**config.mk**
```make
export PLATFORM = sky130hd
export DESIGN_NAME = counter_adder_seq_flat
export DESIGN_NICKNAME = d
export VERILOG_FILES = /design/src/rtl/counter_adder_seq_if.sv /design/src/rtl/counter_adder_seq.sv /design/src/flat_wrapper.sv
export SDC_FILE = /design/constraint.sdc
export NUM_CORES = 1
export LEC_CHECK = 0
export CELL_PAD_IN_SITES_DETAIL_PLACEMENT = 0
export CELL_PAD_IN_SITES_GLOBAL_PLACEMENT = 1
export CORE_UTILIZATION = 30
export DETAILED_ROUTE_END_ITERATION = 8
export DONT_BUFFER_PORTS = 1
export GPL_ROUTABILITY_DRIVEN = 0
export PLACE_DENSITY_LB_ADDON = 0.05
export SETUP_SLACK_MARGIN = 0.05
export SLEW_MARGIN = 25
export SYNTH_ARGS = -nofsm -noshare
export SYNTH_HDL_FRONTEND = slang
export SYNTH_SLANG_ARGS = --single-unit
```
**constraint.sdc**
```tcl
create_clock -name clk -period 3.3 [get_ports clk]
set_clock_uncertainty 0.1 [all_clocks]
set_input_delay 0.33 -clock clk [delete_from_list [all_inputs] [get_ports clk]]
set_output_delay 0.33 -clock clk [all_outputs]
set_load 0.005 [all_outputs]
```
**src/rtl/counter_adder_seq_if.sv**
```systemverilog
// Bundle for counter_adder_seq: run request, live counters and the sum result handshake.
interface counter_adder_seq_if #(
  parameter int WIDTH = 4,
  parameter int NCH   = 2
);
  localparam int SUMW = WIDTH + $clog2(NCH);

  logic                 start;
  logic [NCH*WIDTH-1:0] len;
  logic                 busy;
  logic [NCH*WIDTH-1:0] cnt;
  logic [SUMW-1:0]      sum;
  logic                 sum_valid;
  logic                 sum_ready;

  modport master (output start, len, sum_ready, input busy, cnt, sum, sum_valid);
  modport slave  (input start, len, sum_ready, output busy, cnt, sum, sum_valid);
endinterface

```
**src/rtl/counter_adder_seq.sv**
```systemverilog
// NCH saturating run-length counters; once all reach their lengths the total is
// registered and offered on a valid/ready handshake.
module counter_adder_seq_lane #(
  parameter int WIDTH = 4
) (
  input  logic             clk,
  input  logic             reset,
  input  logic             load,
  input  logic             run,
  input  logic [WIDTH-1:0] len,
  output logic [WIDTH-1:0] cnt,
  output logic             at_len
);
  logic [WIDTH-1:0] len_q;

  always_ff @(posedge clk or negedge reset) begin
    if (!reset) begin
      len_q <= '0;
      cnt   <= '0;
    end else if (load) begin
      len_q <= len;
      cnt   <= '0;
    end else if (run && (cnt != len_q)) begin
      cnt <= cnt + 1'b1;
    end
  end

  assign at_len = (cnt == len_q);
endmodule

module counter_adder_seq #(
  parameter int WIDTH = 4,
  parameter int NCH   = 2
) (
  input  logic                clk,
  input  logic                reset,
  counter_adder_seq_if.slave  bus
);
  localparam int SUMW = WIDTH + $clog2(NCH);

  typedef enum logic [1:0] {IDLE, RUN, SUM, DONE} state_t;

  state_t                     state, state_nxt;
  logic                       load, run_en, sum_ld;
  logic [NCH-1:0]             at_len;
  logic [NCH-1:0][WIDTH-1:0]  cnt_arr;
  logic [SUMW-1:0]            sum_c, sum_q;

  genvar i;
  generate
    for (i = 0; i < NCH; i++) begin : g_lane
      counter_adder_seq_lane #(.WIDTH(WIDTH)) u_lane (
        .clk    (clk),
        .reset  (reset),
        .load   (load),
        .run    (run_en),
        .len    (bus.len[i*WIDTH +: WIDTH]),
        .cnt    (cnt_arr[i]),
        .at_len (at_len[i])
      );
    end
  endgenerate

  always_ff @(posedge clk or negedge reset) begin
    if (!reset) state <= IDLE;
    else        state <= state_nxt;
  end

  always_comb begin
    state_nxt = state;
    load      = 1'b0;
    run_en    = 1'b0;
    sum_ld    = 1'b0;
    case (state)
      IDLE: if (bus.start) begin
        load      = 1'b1;
        state_nxt = RUN;
      end
      // Completion is judged on current counts, so the last RUN cycle never increments.
      RUN: if (&at_len) state_nxt = SUM;
           else         run_en    = 1'b1;
      SUM: begin
        sum_ld    = 1'b1;
        state_nxt = DONE;
      end
      DONE: if (bus.sum_ready) state_nxt = IDLE;
      default: state_nxt = IDLE;
    endcase
  end

  always_comb begin
    sum_c = '0;
    for (int k = 0; k < NCH; k++)
      sum_c = sum_c + {{(SUMW-WIDTH){1'b0}}, cnt_arr[k]};
  end

  always_ff @(posedge clk or negedge reset) begin
    if (!reset)      sum_q <= '0;
    else if (sum_ld) sum_q <= sum_c;
  end

  assign bus.busy      = (state != IDLE);
  assign bus.sum_valid = (state == DONE);
  assign bus.sum       = sum_q;
  assign bus.cnt       = cnt_arr;
endmodule

```
**src/flat_wrapper.sv**
```systemverilog
// flat-port wrapper written by rule: the top's interface ports become plain ports
module counter_adder_seq_flat 
#(
  parameter int WIDTH = 4,
  parameter int NCH   = 2
)
  (clk, reset, bus_start, bus_len, bus_sum_ready, bus_busy, bus_cnt, bus_sum, bus_sum_valid);
  counter_adder_seq_if #(.WIDTH(WIDTH), .NCH(NCH)) bus_i ();
  input  logic clk;
  input  logic reset;
  input wire logic [$bits(bus_i.start)-1:0] bus_start;
  input wire logic [$bits(bus_i.len)-1:0] bus_len;
  input wire logic [$bits(bus_i.sum_ready)-1:0] bus_sum_ready;
  output wire logic [$bits(bus_i.busy)-1:0] bus_busy;
  output wire logic [$bits(bus_i.cnt)-1:0] bus_cnt;
  output wire logic [$bits(bus_i.sum)-1:0] bus_sum;
  output wire logic [$bits(bus_i.sum_valid)-1:0] bus_sum_valid;
  assign bus_i.start = bus_start;
  assign bus_i.len = bus_len;
  assign bus_i.sum_ready = bus_sum_ready;
  assign bus_busy = bus_i.busy;
  assign bus_cnt = bus_i.cnt;
  assign bus_sum = bus_i.sum;
  assign bus_sum_valid = bus_i.sum_valid;
  counter_adder_seq #(.WIDTH(WIDTH), .NCH(NCH)) u_core (.clk(clk), .reset(reset), .bus(bus_i));
endmodule
```
==> flow_metrics.tcl, run 1 <==
set metrics [dict create \
    total_power_w 0.00133 \
    ys_async_sr_fraction 1.00 \
    maxSlewViolCount 0 \
    path_class "reg -> reg" \
    cts_buffers 3 \
    netlist_top_cells_area "dfrtp_1 (44%), ha_1 (11%), nand2_1 (7.8%)" \
    hp-class "in -> reg" \
    grt_usage 0.140 \
    endpoint_kind "flop" \
    tightest_slew_ps 616 \
    vias_per_cell 4.88 \
    ant_nets 0 \
    synth.most_common_cell "nand2_1" \
    synth_cells 133 \
    route.vias.total 902 \
    globalRouteOverflowTotal 0 \
    dr.pass1.iters 4 \
    worst_hold_slack_ps 62.3 \
    cp-start-kind "flop" \
    clock_insertion_delay_worst_skew_ps 270 \
    worstRegToRegCells 4 \
    fin_crit_sh 0.636 \
    drive_above_1_share 0.0889 \
    syn_avg_cell_area_um2 9.79 \
    dieArea_um2 4610 \
    synth_cell_types 23 \
    setup_tns_ps 0 \
    worstPathMaxFanout 7 \
    clock_path_buffers 2 \
    cts_tree "yes" \
    diodes 0 \
    hold_violations 0 \
    ys_top_cells_by_count "nand2_1 (27), dfrtp_1 (23), ha_1 (11)" \
    max-cap-violations 0 \
    grt_pass1_vias 923 \
    grt_pass1_wl_um 4660 \
    powerDensity_nw_per_um2 936 \
    drcViolationCount 0 \
    yosys.area.top_type "dfrtp_1" \
    ys_warn_count 0 \
    antenna_found_initial 0 \
    fp.coreArea_um2 4090 \
    wl_um 2840 \
    synth-seq-area-share 0.442 \
    crit_path_cell_trace "xor2_1 > or4_1 > or4_1 > nand3_1" \
    crit_path_start "u_core.g_lane[1].u_lane.cnt[1]" \
    rrSetupSlack_ps 1200 \
    ctsResizeCount 0 \
    ys_seq_elements 23 \
    crit_end "u_core.state[0]" \
    fmax_ghz 0.477 \
    wl_per_cell_um 15.3 \
    detailedPlacementHpwl_um 2100 \
    initial_core_util 0.319 \
    die_h_um 67.9 \
    ys.flop_type "dfrtp_1" \
    die_x_um 67.9 \
    io_pins 27 \
    grt_setup_unrepaired "no" \
    finalSetupViolations 0 \
    nNetsFinal 160 \
    root_buffer "clkbuf_8" \
    grt_max_degree 24 \
    syn-num-nets 157 \
    io_buffers 0 \
    rows 23 \
    cp_slowest_cell "or4_1" \
    arrival_ps 2200 \
    slew_headroom 0.590 \
    ir_worst_vdd_v 0.000239 \
    r2r-start "u_core.g_lane[1].u_lane.cnt[1]" \
    cp_slowest_stage_delay_ps 630 \
    yosysTopAreaCellShare 0.442 \
    worstReg2RegEnd "u_core.state[0]" \
    syn_area_um2 1300 \
    synth_edf_count 0 \
    required_ps 3400 \
    clock_sinks 23 \
    h-tree-depth 1 \
    power.leakage_nw 0.701 \
    drt_iter0_drc 23 \
    cp_common_cell "or4_1" \
    layout_min_cycle_time_ps 2100 \
    status "completed" \
    clk_pin_slew_ps 90 \
    syn_to_final_growth_pct 9.51 \
]
critical path, delay by kind of cell (launching register included):
family        cells  cell delay (ps)
xor+xnor          1              210
flops             1              510
simple gates      3             1220
power breakdown:
| group | leakage [nW] | internal, W | switching, W |
|---|---|---|---|
| sequential | 0.291 | 0.000406 | 0.000155 |
| clock | 0.0255 | 0.0000843 | 0.0000954 |
| combinational | 0.384 | 0.000254 | 0.000339 |
| total | 0.701 | 0.000745 | 0.000590 |
stage by stage:
step / util / worst slack, ps / instance area [um2] / instances
floorplan: - / 1350 / 1300 / 133
global placement: 0.330 / 1250 / 1350 / 179
detailed placement: 0.330 / 1230 / 1350 / 179
CTS: 0.349 / 1200 / 1430 / 185
global route: 0.349 / 1140 / 1430 / 185
finish: 0.349 / 1200 / 1430 / 185
per-layer routing:
| metal | vias to the layer above | track usage | share of wire |
|---|---|---|---|
| met3 | 2 | 0.0367 | 0.049 |
| li1 | 452 | - | - |
| met5 | - | 0 | 0 |
| met2 | 20 | 0.225 | 0.45 |
| met1 | 428 | 0.183 | 0.50 |
| met4 | 0 | 0.0391 | 0.0077 |
sequential cells by signal, summed over array words and instances, names as in the netlist:
name	count
u_core.bus.sum	5
u_core.g_lane.u_lane.len_q	8
u_core.state	2
u_core.g_lane.u_lane.cnt	8
area by class of cell:
type                    instances  area (um2)
clock inverters                 1        5.00
repair buffers                  2        30.0
clock buffers                   3        41.3
well taps                      50        62.6
multi-input cells              99         686
flip-flops and latches         23         576
inverters                       7        26.3
fillers                       438        2660
kinds of logic (layout without fill, tap and decap cells):
logic type	count (synthesis)	after routing	share of synthesized area
mux	5	5	0.0413
flops	23	23	0.442
fa+ha+maj	12	12	0.121
xor+xnor	12	12	0.0865
simple gates	49	49	0.171
buf+inv	11	13	0.0317
compound gates	21	21	0.107
worst min path at each step:
stage,start,to,cells past startpoint
final,bus_len[7],u_core.g_lane[1].u_lane.len_q[3],2
after floorplan,reset,u_core.bus.sum[0],0
after global placement,reset,u_core.bus.sum[2],0
after global routing,bus_len[1],u_core.g_lane[0].u_lane.len_q[1],2
after CTS,bus_len[7],u_core.g_lane[1].u_lane.len_q[3],2
after detailed placement,reset,u_core.g_lane[0].u_lane.cnt[2],0
cells in the final DEF, fill, tap and decap left out:
cell and count:
xor2_2 1, o41ai_2 2, o211ai_1 2, a21o_1 2
nand2_1 27, or3_1 4, inv_1 7, mux2i_1 2
or4_4 1, fa_1 1, dfrtp_1 23, dlygate4sd3_1 1
ha_1 11, or4_1 3, a21oi_1 10, nand3_1 6
and2_1 1, o21ai_0 4, o22ai_1 1, mux2_2 3
buf_12 1, xnor2_1 2, clkinv_2 1, clkbuf_8 3
nor2_1 7, xor2_1 9
repair_timing:
item | in CTS | in global routing
buffers inserted | 0 | 0
hold buffers | 2 | 0
hold endpoints to repair | 23 | 0
Power figures use the tool's default switching activity.
==> run 2, diff against run 1 <==
==> constraint.sdc (replaced) <==
create_clock -name clk -period 1.9 [get_ports clk]
set_clock_uncertainty 0.1 [all_clocks]
set_input_delay 0.19 -clock clk [delete_from_list [all_inputs] [get_ports clk]]
set_output_delay 0.19 -clock clk [all_outputs]
set_load 0.005 [all_outputs]
==> flow_metrics.tcl, run 2 (same netlist as run 1, synthesis figures left out) <==
set metrics [dict create \
    maxSlewViolCount 0 \
    h-tree-depth 1 \
    io_buffers 0 \
    clk_pin_slew_ps 90 \
    fmax_ghz 0.524 \
    hold_violations 0 \
    tightest_slew_ps 439 \
    syn_to_final_growth_pct 30.2 \
    violations "negative setup slack" \
    netSwitchingFraction 0.418 \
    layout_min_cycle_time_ps 1910 \
    fin_crit_sh 1.00 \
    internal_power_w 0.00158 \
    place_ws_ps 5.02 \
    drt_iter0_drc 40 \
    ant_nets 0 \
    io_pins 27 \
    arrival_ps 2010 \
    cts_buffers 3 \
    grt_setup_unrepaired "yes" \
    layout_commonest_cell "nand2_1" \
    fin_util 0.415 \
    drive_above_1_share 0.259 \
    hp-class "in -> reg" \
    path_class "reg -> reg" \
    placed_cells 191 \
    route.vias.total 1034 \
    initial_core_util 0.319 \
    clock_insertion_delay_worst_skew_ps 270 \
    globalRouteOverflowTotal 0 \
    setup_ws_ps -6.79 \
    grt_max_degree 24 \
    antenna_found_initial 0 \
    max-cap-violations 0 \
    cp-start-kind "flop" \
    final_area_um2 1700 \
    power.leakage_nw 0.829 \
    worstPathMaxFanout 4 \
    nNetsFinal 187 \
    grt_pass1_wl_um 4980 \
    slew_headroom 0.707 \
    rows 23 \
    final_cells 212 \
    fp.coreArea_um2 4090 \
    endpoint_kind "flop" \
    die_x_um 67.9 \
    dieArea_um2 4610 \
    combPwrFrac 0.559 \
    required_ps 2000 \
    clock_sinks 23 \
    status "finished with violations" \
    finalSetupViolations 1 \
    wl_um 3090 \
    setup_tns_ps -6.79 \
    ir_worst_vdd_v 0.000719 \
    powerDensity_nw_per_um2 1610 \
    diodes 0 \
    dpl_cell_area_um2 1460 \
    power_frac_seq 0.329 \
    die_h_um 67.9 \
    pwr-share-clk 0.113 \
    dr.pass1.iters 4 \
    wl_per_cell_um 14.6 \
    grt_pass1_vias 988 \
    mostFrequentLayoutCells "nand2_1 (27), buf_4 (19), dfrtp_1 (18)" \
    detailedPlacementHpwl_um 2210 \
    switchingPower_w 0.00114 \
    grt_usage 0.151 \
    root_buffer "clkbuf_8" \
    clock_path_buffers 2 \
    cts_tree "yes" \
    drcViolationCount 0 \
    vias_per_cell 4.88 \
]
-- run 2: metal layers --
metal | vias to the layer above | wire length (um) | GRT usage
met3 | 2 | 175 | 0.0517
met4 | 0 | 17 | 0.0234
met5 | - | 0 | 0
met2 | 27 | 1470 | 0.239
li1 | 508 | - | -
met1 | 497 | 1440 | 0.204
-- run 2: repair_timing --
action / in CTS / in global routing
setup buffers: 2 / 5
endpoints found under the setup margin: 3 / 7
hold buffers: 10 / 0
hold endpoints to repair: 31 / 0
resized for setup: 1 / 5
pin swaps: 3 / 4
-- run 2: layout make-up --
class / instances / area (um2)
Sequential cell: 23 / 582
Tap cell: 50 / 62.6
Inverter: 7 / 26.3
Fill cell: 420 / 2390
Timing Repair Buffer: 29 / 253
Clock inverter: 1 / 5.00
Clock buffer: 3 / 41.3
Multi-Input combinational cell: 99 / 726
-- run 2: path summary, 6_finish.rpt --
kind	from	end	slack, ps	cells after the start
hold / removal	bus_start	u_core.state[1]	150	3
setup reg to reg	u_core.g_lane[1].u_lane.cnt[0]	u_core.state[0]	-7	4
max in group asynchronous	reset	u_core.g_lane[0].u_lane.cnt[1]	1290	2
hold reg to reg	u_core.g_lane[0].u_lane.len_q[1]	u_core.g_lane[0].u_lane.len_q[1]	410	2
min in group asynchronous	reset	u_core.bus.sum[2]	240	2
setup / recovery	u_core.g_lane[1].u_lane.cnt[0]	u_core.state[0]	-7	4
-- run 2: metrics by stage --
| step | power, W | hold slack, ps |
|---|---|---|
| after floorplan | 0.00179 | -206 |
| after global placement | 0.00220 | -205 |
| after detailed placement | 0.00222 | -205 |
| after CTS | 0.00266 | 190 |
| after global routing | 0.00299 | 187 |
| final | 0.00272 | 149 |
-- run 2: power groups by stage --
stage                     clock network [W]  registers (W)  logic [W]
after floorplan                           0       0.000919   0.000869
after global placement                    0       0.000900    0.00130
after detailed placement                  0       0.000905    0.00131
after CTS                          0.000332       0.000894    0.00144
after global routing               0.000347       0.000926    0.00172
final                              0.000306       0.000895    0.00152
-- run 2: worst max-delay path, cell delays in order, from the launching register on --
cell	delay, ps
dfrtp_2	440
xor2_2	160
or4_4	540
or4_1	520
nand3_1	80
==> run 3, diff against run 2 <==
--- a/config.mk
+++ b/config.mk
@@ -7,6 +7,7 @@
 export LEC_CHECK = 0
 export CELL_PAD_IN_SITES_DETAIL_PLACEMENT = 0
 export CELL_PAD_IN_SITES_GLOBAL_PLACEMENT = 1
+export CORE_MARGIN = 5
 export CORE_UTILIZATION = 30
 export DETAILED_ROUTE_END_ITERATION = 8
 export DONT_BUFFER_PORTS = 1
==> flow_metrics.tcl, run 3 (same netlist as run 1, synthesis figures left out) <==
set metrics [dict create \
    status "completed" \
    final_area_um2 1660 \
    cp_slowest_cell "or4_4" \
    ant_nets 0 \
    diodes 0 \
    mostFrequentLayoutCells "nand2_1 (27), dfrtp_1 (18), buf_4 (17)" \
    wl_per_cell_um 14.3 \
    grt_max_degree 24 \
    grt_setup_unrepaired "yes" \
    fp.coreArea_um2 4290 \
    io_pins 27 \
    maxSlewViolCount 0 \
    cts_tree "yes" \
    crit_family "simple AND/OR/NAND/NOR gates" \
    finalSetupViolations 0 \
    drt_iter0_drc 41 \
    drive_above_1_share 0.238 \
    required_ps 2000 \
    arrival_ps 1990 \
    worstPathMaxFanout 4 \
    worst_hold_slack_ps 171 \
    max-cap-violations 0 \
    clock_path_buffers 2 \
    route.vias.total 983 \
    initial_core_util 0.303 \
    tightest_slew_ps 576 \
    ir_worst_vdd_v 0.000486 \
    grt_pass1_wl_um 5110 \
    cp_slowest_stage_delay_ps 560 \
    dpl_cell_area_um2 1470 \
    place_ws_ps 15.5 \
    cts_buffers 3 \
    wl_um 3030 \
    antenna_found_initial 0 \
    nNetsFinal 185 \
    cp-start-kind "flop" \
    dieArea_um2 5760 \
    crit_path_cell_trace "xor2_1 > or4_4 > or4_1 > nand3_1" \
    setup_ws_ps 17.9 \
    hold_violations 0 \
    detailedPlacementHpwl_um 2290 \
    path_class "reg -> reg" \
    vias_per_cell 4.64 \
    hp-class "in -> reg" \
    powerDensity_nw_per_um2 1580 \
    layout_min_cycle_time_ps 1880 \
    clock_insertion_delay_worst_skew_ps 260 \
    root_buffer "clkbuf_8" \
    power.leakage_nw 0.813 \
    clock_sinks 23 \
    drcViolationCount 0 \
    die_h_um 75.9 \
    layout_commonest_cell "nand2_1" \
    globalRouteOverflowTotal 0 \
    setup_tns_ps 0 \
    grt_usage 0.120 \
    endpoint_kind "flop" \
    grt_pass1_vias 1035 \
    io_buffers 0 \
    rows 24 \
    syn_to_final_growth_pct 27.4 \
    die_x_um 75.9 \
    h-tree-depth 1 \
    fmax_ghz 0.531 \
    dr.pass1.iters 4 \
    slew_headroom 0.612 \
    fin_crit_sh 0.991 \
    cp_num_buf_inv 0 \
    total_power_w 0.00262 \
    clk_pin_slew_ps 90 \
]
run 3: cell types whose count changed in the layout (fill, tap and decap cells not counted):
cell / before / now
o41ai_2: 1 / 2
buf_4: 19 / 17
o22ai_2: 1 / 0
o41ai_4: 1 / 0
ha_2: 0 / 1
and2_2: 1 / 0
xor2_1: 7 / 8
ha_1: 11 / 10
xor2_2: 3 / 2
and2_1: 0 / 1
o22ai_1: 0 / 1
run 3: path summary, 6_finish.rpt:
| check | from | end | slack [ps] | cells after the start |
|---|---|---|---|---|
| worst max register to register | u_core.g_lane[1].u_lane.len_q[2] | u_core.state[0] | 20 | 4 |
| min in group asynchronous | reset | u_core.bus.sum[1] | 260 | 2 |
| worst min-delay path | bus_start | u_core.g_lane[1].u_lane.len_q[2] | 170 | 3 |
| worst max-delay path | u_core.g_lane[1].u_lane.len_q[2] | u_core.state[0] | 20 | 4 |
| worst min register to register | u_core.g_lane[0].u_lane.len_q[2] | u_core.g_lane[0].u_lane.len_q[2] | 410 | 2 |
| max in group asynchronous | reset | u_core.g_lane[1].u_lane.cnt[0] | 1280 | 2 |
run 3: worst reg2reg max path, delay by kind of cell, from the launching register on:
kind          cells  cell delay (ps)
simple gates      3             1150
flops             1              400
xor+xnor          1              180
run 3: layout make-up:
cell class | instances | area (um2)
flip-flops and latches | 23 | 582
inverters | 7 | 26.3
multi-input cells | 99 | 702
clock inverters | 1 | 5.00
repair buffers | 27 | 238
fillers | 432 | 2640
well taps | 52 | 65.1
clock buffers | 3 | 41.3
run 3: stage by stage:
stage / util / instances
CTS: 0.381 / 210
floorplan: - / 133
finish: 0.386 / 212
detailed placement: 0.341 / 194
global route: 0.386 / 212
global placement: 0.341 / 194
run 3: timing repair:
item / CTS / global route
pin swaps: 0 / 0
resized for setup: 0 / 3
hold endpoints to repair: 31 / 0
setup buffers: 2 / 2
setup endpoints to repair: 2 / 7
gates cloned: 0 / 0
hold buffers: 10 / 0
run 3: routing by layer:
layer | global-route usage | part of all wire
met1 | 0.163 | 0.48
met2 | 0.187 | 0.45
met3 | 0.0317 | 0.061
met4 | 0.0350 | 0.0059
met5 | 0 | 0
run 3: power by group:
group	switching, W	internal [W]	leakage, nW
sequential	0.000183	0.000716	0.285
clock	0.000166	0.000147	0.0255
combinational	0.000737	0.000666	0.502
